File: config.mk
export PLATFORM = sky130hd
export DESIGN_NAME = fp_mul_pipe
export DESIGN_NICKNAME = d
export VERILOG_FILES = /design/src/rtl/fp_pkg.sv /design/src/rtl/fp_unpack.sv /design/src/rtl/fp_mul_pipe.sv
export SDC_FILE = /design/constraint.sdc
export NUM_CORES = 2
export LEC_CHECK = 0
export BUFFER_PORTS_ARGS = -buffer_cell sky130_fd_sc_hd__buf_4
export CAP_MARGIN = 20
export CORE_ASPECT_RATIO = 1.4
export CORE_MARGIN = 1
export CORE_UTILIZATION = 41
export DETAILED_ROUTE_END_ITERATION = 6
export PLACE_DENSITY = 0.61
export SETUP_SLACK_MARGIN = 0.2
export SYNTH_ARGS = -nofsm -noshare
export SYNTH_HDL_FRONTEND = slang
export SYNTH_SLANG_ARGS = --single-unit
File: constraint.sdc
create_clock -name clk -period 10.9 [get_ports clk]
set_clock_uncertainty 0.05 [all_clocks]
set_input_delay 1.635 -clock clk [delete_from_list [all_inputs] [get_ports clk]]
set_output_delay 1.635 -clock clk [all_outputs]
set_load 0.01 [all_outputs]
File: src/rtl/fp_pkg.sv
// fp_pkg: shared FP multiplier types, default field widths and constants.
// Holds the operand class enum, exponent bias helper and canonical NaN.
package fp_pkg;

    localparam int FP_EXP_W = 8;
    localparam int FP_MAN_W = 23;

    // Canonical quiet NaN for the default 32-bit format.
    localparam logic [31:0] FP_QNAN = 32'h7FC0_0000;

    typedef enum logic [1:0] {
        CLS_ZERO,
        CLS_NORM,
        CLS_INF,
        CLS_NAN
    } fp_cls_e;

    function automatic int fp_bias(input int ew);
        return (1 << (ew - 1)) - 1;
    endfunction

    // Canonical quiet NaN for any format: exp all-ones, mantissa MSB set.
    function automatic logic [63:0] fp_qnan(input int ew, input int mw);
        logic [63:0] v;
        v = ((64'd1 << ew) - 64'd1) << mw;
        v = v | (64'd1 << (mw - 1));
        return v;
    endfunction

endpackage

File: src/rtl/fp_unpack.sv
// fp_unpack: split an FP word into sign/exponent/significand and classify.
// Denormals classify as zero; the hidden bit is set only for normals.
module fp_unpack
    import fp_pkg::*;
#(
    parameter int EXP_W = FP_EXP_W,
    parameter int MAN_W = FP_MAN_W
) (
    input  logic [EXP_W+MAN_W:0] i_op,
    output logic                 o_sign,
    output logic [EXP_W-1:0]     o_exp,
    output logic [MAN_W:0]       o_man,
    output fp_cls_e              o_cls
);

    logic [MAN_W-1:0] w_frac;

    assign o_sign = i_op[EXP_W+MAN_W];
    assign o_exp  = i_op[MAN_W +: EXP_W];
    assign w_frac = i_op[MAN_W-1:0];

    // Classify from the exponent field, then the fraction for all-ones.
    always_comb begin
        o_cls = CLS_NORM;
        if (o_exp == '0)
            o_cls = CLS_ZERO;
        else if (&o_exp)
            o_cls = (w_frac == '0) ? CLS_INF : CLS_NAN;
    end

    assign o_man = {(o_cls == CLS_NORM), w_frac};

endmodule

File: src/rtl/fp_mul_pipe.sv
// fp_mul_pipe: 3-stage FP multiplier (unpack / multiply / round+pack).
// Define FP_MUL_FLAGS_EN to add the {invalid,overflow,underflow,inexact} port.
module fp_mul_pipe
    import fp_pkg::*;
#(
    parameter int EXP_W = FP_EXP_W,
    parameter int MAN_W = FP_MAN_W,
    localparam int W = 1 + EXP_W + MAN_W
) (
    input  logic         clk,
    input  logic         rst_n,
    input  logic         in_valid,
    output logic         in_ready,
    input  logic [W-1:0] a,
    input  logic [W-1:0] b,
    output logic         out_valid,
    input  logic         out_ready,
    output logic [W-1:0] result
`ifdef FP_MUL_FLAGS_EN
    ,
    output logic [3:0]   flags
`endif
);

    localparam int EW2 = EXP_W + 2;
    localparam int PW  = 2 * MAN_W + 2;
    localparam logic signed [EW2-1:0] BIAS = EW2'(fp_bias(EXP_W));
    localparam logic signed [EW2-1:0] EMAX = EW2'((1 << EXP_W) - 1);
    localparam logic [W-1:0] QNAN = W'(fp_qnan(EXP_W, MAN_W));
    localparam logic [EXP_W-1:0] EONES = '1;

    logic                  w_adv;
    logic                  w_sa, w_sb;
    logic [EXP_W-1:0]      w_ea, w_eb;
    logic [MAN_W:0]        w_ma, w_mb;
    fp_cls_e               w_ca, w_cb;
    logic                  w_nan, w_inf, w_zero, w_sign;
    logic [W-1:0]          w_spec_res;
    logic signed [EW2-1:0] w_esum;

    logic                  r1_valid, r1_sign, r1_spec;
    logic signed [EW2-1:0] r1_exp;
    logic [MAN_W:0]        r1_ma, r1_mb;
    logic [W-1:0]          r1_spec_res;

    logic                  r2_valid, r2_sign, r2_spec;
    logic signed [EW2-1:0] r2_exp;
    logic [PW-1:0]         r2_prod;
    logic [W-1:0]          r2_spec_res;

    logic                  w_top, w_guard, w_sticky, w_up;
    logic [PW-2:0]         w_norm;
    logic [MAN_W-1:0]      w_mant;
    logic [MAN_W:0]        w_rnd;
    logic signed [EW2-1:0] w_efin;
    logic [W-1:0]          w_res;

    logic                  r_out_valid;
    logic [W-1:0]          r_result;

`ifdef FP_MUL_FLAGS_EN
    logic [3:0] r1_flags, r2_flags, r_flags, w_flg;
`endif

    assign w_adv     = !r_out_valid || out_ready;
    assign in_ready  = w_adv;
    assign out_valid = r_out_valid;
    assign result    = r_result;
`ifdef FP_MUL_FLAGS_EN
    assign flags     = r_flags;
`endif

    fp_unpack #(.EXP_W(EXP_W), .MAN_W(MAN_W)) u_unpack_a (
        .i_op(a), .o_sign(w_sa), .o_exp(w_ea), .o_man(w_ma), .o_cls(w_ca)
    );

    fp_unpack #(.EXP_W(EXP_W), .MAN_W(MAN_W)) u_unpack_b (
        .i_op(b), .o_sign(w_sb), .o_exp(w_eb), .o_man(w_mb), .o_cls(w_cb)
    );

    assign w_sign = w_sa ^ w_sb;
    assign w_nan  = (w_ca == CLS_NAN) || (w_cb == CLS_NAN)
                 || (w_ca == CLS_INF && w_cb == CLS_ZERO)
                 || (w_ca == CLS_ZERO && w_cb == CLS_INF);
    assign w_inf  = (w_ca == CLS_INF) || (w_cb == CLS_INF);
    assign w_zero = (w_ca == CLS_ZERO) || (w_cb == CLS_ZERO);
    assign w_esum = $signed({2'b00, w_ea}) + $signed({2'b00, w_eb}) - BIAS;

    // Special operand combinations resolve fully in S1; NaN beats Inf beats zero.
    always_comb begin
        w_spec_res = {w_sign, {(W-1){1'b0}}};
        if (w_nan)
            w_spec_res = QNAN;
        else if (w_inf)
            w_spec_res = {w_sign, EONES, {MAN_W{1'b0}}};
    end

    // S1: register unpacked operands, biased exponent sum and special result.
    always_ff @(posedge clk or negedge rst_n) begin
        if (!rst_n) begin
            r1_valid    <= 1'b0;
            r1_sign     <= 1'b0;
            r1_spec     <= 1'b0;
            r1_exp      <= '0;
            r1_ma       <= '0;
            r1_mb       <= '0;
            r1_spec_res <= '0;
        end else if (w_adv) begin
            r1_valid    <= in_valid;
            r1_sign     <= w_sign;
            r1_spec     <= w_nan || w_inf || w_zero;
            r1_exp      <= w_esum;
            r1_ma       <= w_ma;
            r1_mb       <= w_mb;
            r1_spec_res <= w_spec_res;
        end
    end

    // S2: full significand product.
    always_ff @(posedge clk or negedge rst_n) begin
        if (!rst_n) begin
            r2_valid    <= 1'b0;
            r2_sign     <= 1'b0;
            r2_spec     <= 1'b0;
            r2_exp      <= '0;
            r2_prod     <= '0;
            r2_spec_res <= '0;
        end else if (w_adv) begin
            r2_valid    <= r1_valid;
            r2_sign     <= r1_sign;
            r2_spec     <= r1_spec;
            r2_exp      <= r1_exp;
            r2_prod     <= PW'(r1_ma) * PW'(r1_mb);
            r2_spec_res <= r1_spec_res;
        end
    end

    // Normalise the [1,4) product so the leading one drops off the top.
    assign w_top    = r2_prod[PW-1];
    assign w_norm   = w_top ? r2_prod[PW-2:0] : {r2_prod[PW-3:0], 1'b0};
    assign w_mant   = w_norm[PW-2 -: MAN_W];
    assign w_guard  = w_norm[MAN_W];
    assign w_sticky = |w_norm[MAN_W-1:0];
    assign w_up     = w_guard && (w_sticky || w_mant[0]);
    assign w_rnd    = {1'b0, w_mant} + (MAN_W+1)'(w_up);
    assign w_efin   = r2_exp + EW2'(w_top) + EW2'(w_rnd[MAN_W]);

    // S3 combinational: pick special, overflow, flush-to-zero or rounded result.
    always_comb begin
        w_res = {r2_sign, {(W-1){1'b0}}};
`ifdef FP_MUL_FLAGS_EN
        w_flg = 4'b0000;
`endif
        if (r2_spec) begin
            w_res = r2_spec_res;
`ifdef FP_MUL_FLAGS_EN
            w_flg = r2_flags;
`endif
        end else if (w_efin >= EMAX) begin
            w_res = {r2_sign, EONES, {MAN_W{1'b0}}};
`ifdef FP_MUL_FLAGS_EN
            w_flg = 4'b0101;
`endif
        end else if (w_efin <= 0) begin
            w_res = {r2_sign, {(W-1){1'b0}}};
`ifdef FP_MUL_FLAGS_EN
            w_flg = 4'b0010;
`endif
        end else begin
            w_res = {r2_sign, w_efin[EXP_W-1:0], w_rnd[MAN_W-1:0]};
`ifdef FP_MUL_FLAGS_EN
            w_flg = {3'b000, w_guard || w_sticky};
`endif
        end
    end

    // S3: output register; holds while the consumer stalls.
    always_ff @(posedge clk or negedge rst_n) begin
        if (!rst_n) begin
            r_out_valid <= 1'b0;
            r_result    <= '0;
        end else if (w_adv) begin
            r_out_valid <= r2_valid;
            r_result    <= w_res;
        end
    end

`ifdef FP_MUL_FLAGS_EN
    // Flag pipeline: invalid is known in S1, the rest come from S3.
    always_ff @(posedge clk or negedge rst_n) begin
        if (!rst_n) begin
            r1_flags <= '0;
            r2_flags <= '0;
            r_flags  <= '0;
        end else if (w_adv) begin
            r1_flags <= {w_nan, 3'b000};
            r2_flags <= r1_flags;
            r_flags  <= w_flg;
        end
    end
`endif

endmodule

### After elaboration in Yosys (flattened, before gate mapping)

Cells that the tools add are included.

| word-level totals | value |
|---|---|
| bits in registers | 219 |
| latch bits | 0 |
| RAM bits | 0 |
| ROM bits | 0 |
| bits of input ports | 68 |
| output and inout port bits | 34 |
| word-level logic and storage cells | 64 |
| memories | 0 |

| cells by class | value |
|---|---|
| add/subtract/negate cells | 5 |
| multipliers | 1 |
| div/mod/pow operators | 0 |
| magnitude comparators | 2 |
| equality and inequality tests | 6 |
| shifts and indexed selects | 0 |
| multiplexer cells | 12 |
| bitwise operators | 1 |
| reduce and logical (&&, ||, !) cells | 22 |

Operator list:

| cell | count |
|---|---|
| $mux W31 | 3 |
| $mux W32 | 2 |
| $mul A24 B24 Y48 | 1 |
| $mux W47 | 1 |
| $logic_not A23 Y1 | 2 |
| $add A23 B1 Y24 | 1 |
| $reduce_or A23 Y1 | 1 |
| $add A10 B1 Y10 | 2 |
| $logic_not A8 Y1 | 2 |
| $reduce_and A8 Y1 | 2 |
| $ge A10 B9 Y1 const B | 1 |
| $le A10 B1 Y1 const B | 1 |
| $sub A9 B7 Y10 const B | 1 |
| $add A8 B8 Y9 | 1 |
| $logic_or A1 B1 Y1 | 9 |
| $eq A2 B2 Y1 const B | 4 |
| $mux W2 | 4 |
| $eq A2 B1 Y1 const B | 2 |
| $logic_not A2 Y1 | 2 |
| $logic_and A1 B1 Y1 | 3 |
| $mux W1 | 2 |
| $logic_not A1 Y1 | 1 |
| $xor A1 B1 Y1 | 1 |

### Depth between registers and ports, before layout

| depth | value |
|---|---|
| depth in word-level cells | 10 |
| gate-level depth with buffers | 26 |

### Hierarchy

From an unflattened synthesis, not the netlist that was laid out.

| second synthesis, totals | value |
|---|---|
| cells, all modules | 3109 |
| area total of the unflattened synthesis | 27357.5 µm² |

By module, submodules not included:

| module | instances | cells an instance | area each (µm²) |
|---|---|---|---|
| fp_mul_pipe | 1 | 3015 | 26684.3 |
| fp_unpack | 2 | 47 | 336.6 |

### Worst setup path before layout

No wires, ideal clock.

| timing path | value |
|---|---|
| path type | register to register |
| start point | reg r1_mb[3] |
| end point | reg r2_prod[47] |
| setup time | 0.128 ns |
| arrival | 6.343 ns |
| data required time | 10.722 ns |
| setup slack | 4.379 ns |
| cell stages (with the launch flop) | 27 |
| buffers on the path | 2 |
| path through | dfrtp_1 -> clkbuf_1 -> nand2_1 -> fa_1 -> inv_1 -> fa_1 -> inv_1 -> fa_1 -> inv_1 -> fa_1 -> inv_1 -> fa_1 -> inv_1 -> fa_1 -> inv_1 -> fa_1 -> inv_1 -> ha_1 -> buf_2 -> nand4_1 -> a2111oi_0 -> o31ai_1 -> nand3_1 -> o21ai_2 -> o311a_1 -> o21ai_0 -> nand3b_1 |

| on the way | value |
|---|---|
| cells in the longest elaborated chain, start to end | 1 |

Ends and longest elaborated chain:

| item | RTL line | source |
|---|---|---|
| from (decl) | fp_mul_pipe.sv:43 | `logic [MAN_W:0] r1_ma, r1_mb;` |
| from (signal assigned) | fp_mul_pipe.sv:114 | `r1_mb <= w_mb;` |
| $mul A24 B24 Y48 | fp_mul_pipe.sv:133 | `r2_prod <= PW'(r1_ma) * PW'(r1_mb);` |
| to (signal assigned) | fp_mul_pipe.sv:133 |  |
| to (decl) | fp_mul_pipe.sv:48 | `logic [PW-1:0] r2_prod;` |

Every way passes these cells.
A chain may end at the register's enable or synchronous reset.

### Worst setup path after layout

Ends and elaborated chain as after synthesis.

==> results.cfg <==
[run_status]
outcome = finished, final reports clean

[synthesis]
avgSynthCellArea_um2 = 8.74
synth_seq_cells = 161
async_flop_share_pct = 100
ys_seq_area_share_pct = 14.9
ys.flop_type = dfrtp_1
synth_nets = 3831
synth_edf_count = 0
synth_cell_types = 76
syn_area_mm2 = 0.0270
synthCells = 3088
ys_warn_count = 0

[cells_and_area]
diodes = 0
final_common_cell = nand2_1
final_nets = 3810
syn2layout_area_growth_pct = 7.27
regArea_mm2 = 0.00403
final_cell_mix = 609 x nand2_1, 572 x inv_1, 484 x fa_1
final_layout_size_suffix_gt1_share_pct = 6.01
instances_no_fill = 3927
stdcell_area_mm2 = 0.0290
multiInputGateArea_mm2 = 0.0202
fillers = 6500

[critical_path]
criticalPathCategory = flop to flop
endpoint_kind = flop
required_ns = 11.18
r2r_end = r2_prod[47]
r2r_cells = 22
critPathMaxStageDelay_ns = 0.98
path_cells = nand2_1 > fa_1 > inv_1 > fa_1 > inv_1 > fa_1 > fa_1 > inv_1 > fa_1 > fa_1 > inv_1 > fa_1 > inv_1 > ha_1 > nand4_1 > a2111oi_0 > o31ai_1 > nand3_1 > o21ai_2 > o311a_1 > o21ai_0 > nand3b_1
worst-path-stages = 22
crit_path_frequent_cell = fa_1
r2r_setup_slack_ns = 3.43
critical_path.slowest_cell = dfrtp_1
regToRegStartpoint = r1_mb[3]
worstPathMaxFanout = 25
worstSetupStartpointType = flop
arrival_ns = 7.75
cp.buffers_inverters = 5
cp_top_family = adder cells

[floorplan]
std_cell_rows = 111
die_h_um = 306
ios = 102
core_region_area_mm2 = 0.0653
die_area_mm2 = 0.0669
start_util_pct = 41.4
die_w_um = 219

[global_routing]
grt_use_met3_pct = 2.29
met2_usage_pct = 43.9
track_usage_pct = 23.1
grt_overflow = 0
grt_pass1_wl_um = 120000
grt_start_max_net_pins = 97
use_met1_pct = 25.6
grt_pass1_vias = 22300
antenna_found_initial = 0
busiest_layer = met2

[placed_design]
post_dp_cell_area_mm2 = 0.0284
dpl.hpwl_um = 56300
place_congestion = 0.881
portBuffers = 101
place_inst = 3895

[routing]
vias_per_cell = 5.17
dr.pass1.iters = 5
vias = 20300
drc = 0
wl_per_cell_um = 18.2
drt_wl_total_um = 71600
dr.first_iter.drc_count = 943
antenna_left = 0

[sta]
period_minus_slack_ns = 7.47
finalHoldViolCount = 0
slew_violations = 0
timing.slew.headroom_pct = 24.1
finalSetupViolCount = 0
post-route-period-util_pct = 68.6
finalSetupTns_ns = 0
max_freq_mhz = 134
holdWs_ns = 0.420
worstMarginPinSlew_ns = 1.14
rsz0062_at_grt = no

[clock_tree]
clkTransAtPathRegs_ns = 0.07
cts_resized = 0
hold_buffers = 0
cts_buffer_depth = 2
htreeDepth = 4
cts_buffers = 17
clock_latency_ns = 0.47
postCtsSetupBuffers = 0
cts_tree = done
cts_sinks = 161
cts_root_buffer = clkbuf_16

[worst_hold_path]
whs_endpoint = r2_exp[0]
hp-class = flop to flop
holdCritStartpoint = r1_exp[0]
min_path_cells = 2

[run]
max-cap-violations = 0
-- flip-flops by register name, indices dropped and copies added, names as in the netlist, 3 cells and up --
register	cells
r2_spec_res	3
r1_mb	24
result	32
r2_prod	48
r2_exp	10
r1_spec_res	3
r1_exp	10
r1_ma	24
-- routing by layer --
metal / vias to the layer above / routed length, um
met2: 521 / 39600
met1: 10300 / 26100
met3: 161 / 2570
li1: 9311 / -
met4: 0 / 3320
met5: - / 0
-- Yosys cell counts (5+ instances only) --
cell type	instances	area share, %
a21o_1	24	0.67
a21oi_1	104	1.9
a22o_1	5	0.16
a31oi_1	9	0.21
and2_1	290	6.7
and3_1	10	0.23
buf_1	7	0.097
buf_2	12	0.22
clkbuf_1	140	1.9
dfrtp_1	161	15
fa_1	484	36
ha_1	191	8.8
inv_1	573	8.0
mux2i_1	17	0.63
nand2_1	609	8.5
nand2b_1	6	0.14
nand3_1	30	0.56
nand4_1	23	0.53
nor2_1	88	1.2
nor2b_1	12	0.28
nor3_1	15	0.28
nor3b_1	5	0.14
nor4_1	19	0.44
o211ai_1	8	0.22
o21a_1	7	0.19
o21ai_0	47	0.87
o21ai_1	9	0.17
o21bai_1	8	0.22
o31ai_1	21	0.58
xnor2_1	46	1.5
xor2_1	36	1.2
-- cell families (layout without fill, tap and decap cells) --
| kind of cell | count (synthesis) | in the layout | synth area share [%] |
|---|---|---|---|
| AND/OR/NAND/NOR | 1128 | 1128 | 19.7 |
| multiplexers | 21 | 21 | 0.797 |
| buffers and inverters | 739 | 731 | 10.4 |
| adder cells (fa/ha/maj) | 675 | 675 | 44.7 |
| AO/OA/AOI/OAI | 282 | 282 | 6.72 |
| XOR/XNOR | 82 | 82 | 2.66 |
| flip-flops | 161 | 161 | 14.9 |
-- worst register-to-register path: stages, from the launching register on --
cell,delay [ns]
dfrtp_1,0.98
nand2_1,0.20
fa_1,0.57
inv_1,0.05
fa_1,0.49
inv_1,0.06
fa_1,0.49
fa_1,0.52
inv_1,0.06
fa_1,0.50
fa_1,0.56
inv_1,0.07
fa_1,0.48
inv_1,0.04
ha_1,0.41
nand4_1,0.22
a2111oi_0,0.41
o31ai_1,0.13
nand3_1,0.25
o21ai_2,0.17
o311a_1,0.37
o21ai_0,0.17
nand3b_1,0.09
-- worst max-delay path by stage --
stage	slack, ns	end	startpoint
floorplan	4.38	r2_prod[47]	r1_mb[3]
global placement	3.51	r2_prod[47]	r1_mb[15]
detailed placement	3.49	r2_prod[47]	r1_mb[9]
CTS	3.44	r2_prod[41]	r1_mb[15]
global route	2.99	r2_prod[41]	r1_ma[14]
finish	3.43	r2_prod[47]	r1_mb[3]
-- area by class of cell --
type | count | share of cell area [%]
Multi-Input combinational cell | 2188 | 69.6
Clock inverter | 14 | 0.583
Tap cell | 847 | 3.66
Inverter | 573 | 7.43
Clock buffer | 18 | 1.52
Sequential cell | 161 | 13.9
Timing Repair Buffer | 126 | 3.28
-- through the flow --
step	worst slack (ns)	utilization, %
detailed placement	3.49	43.4
finish	3.43	44.4
CTS	3.44	44.4
floorplan	4.38	-
global placement	3.51	43.4
global route	2.99	44.4
Power is left out: the tool's default activity adds up to more than one toggle a clock period on the data nets, which glitch-free logic cannot reach.
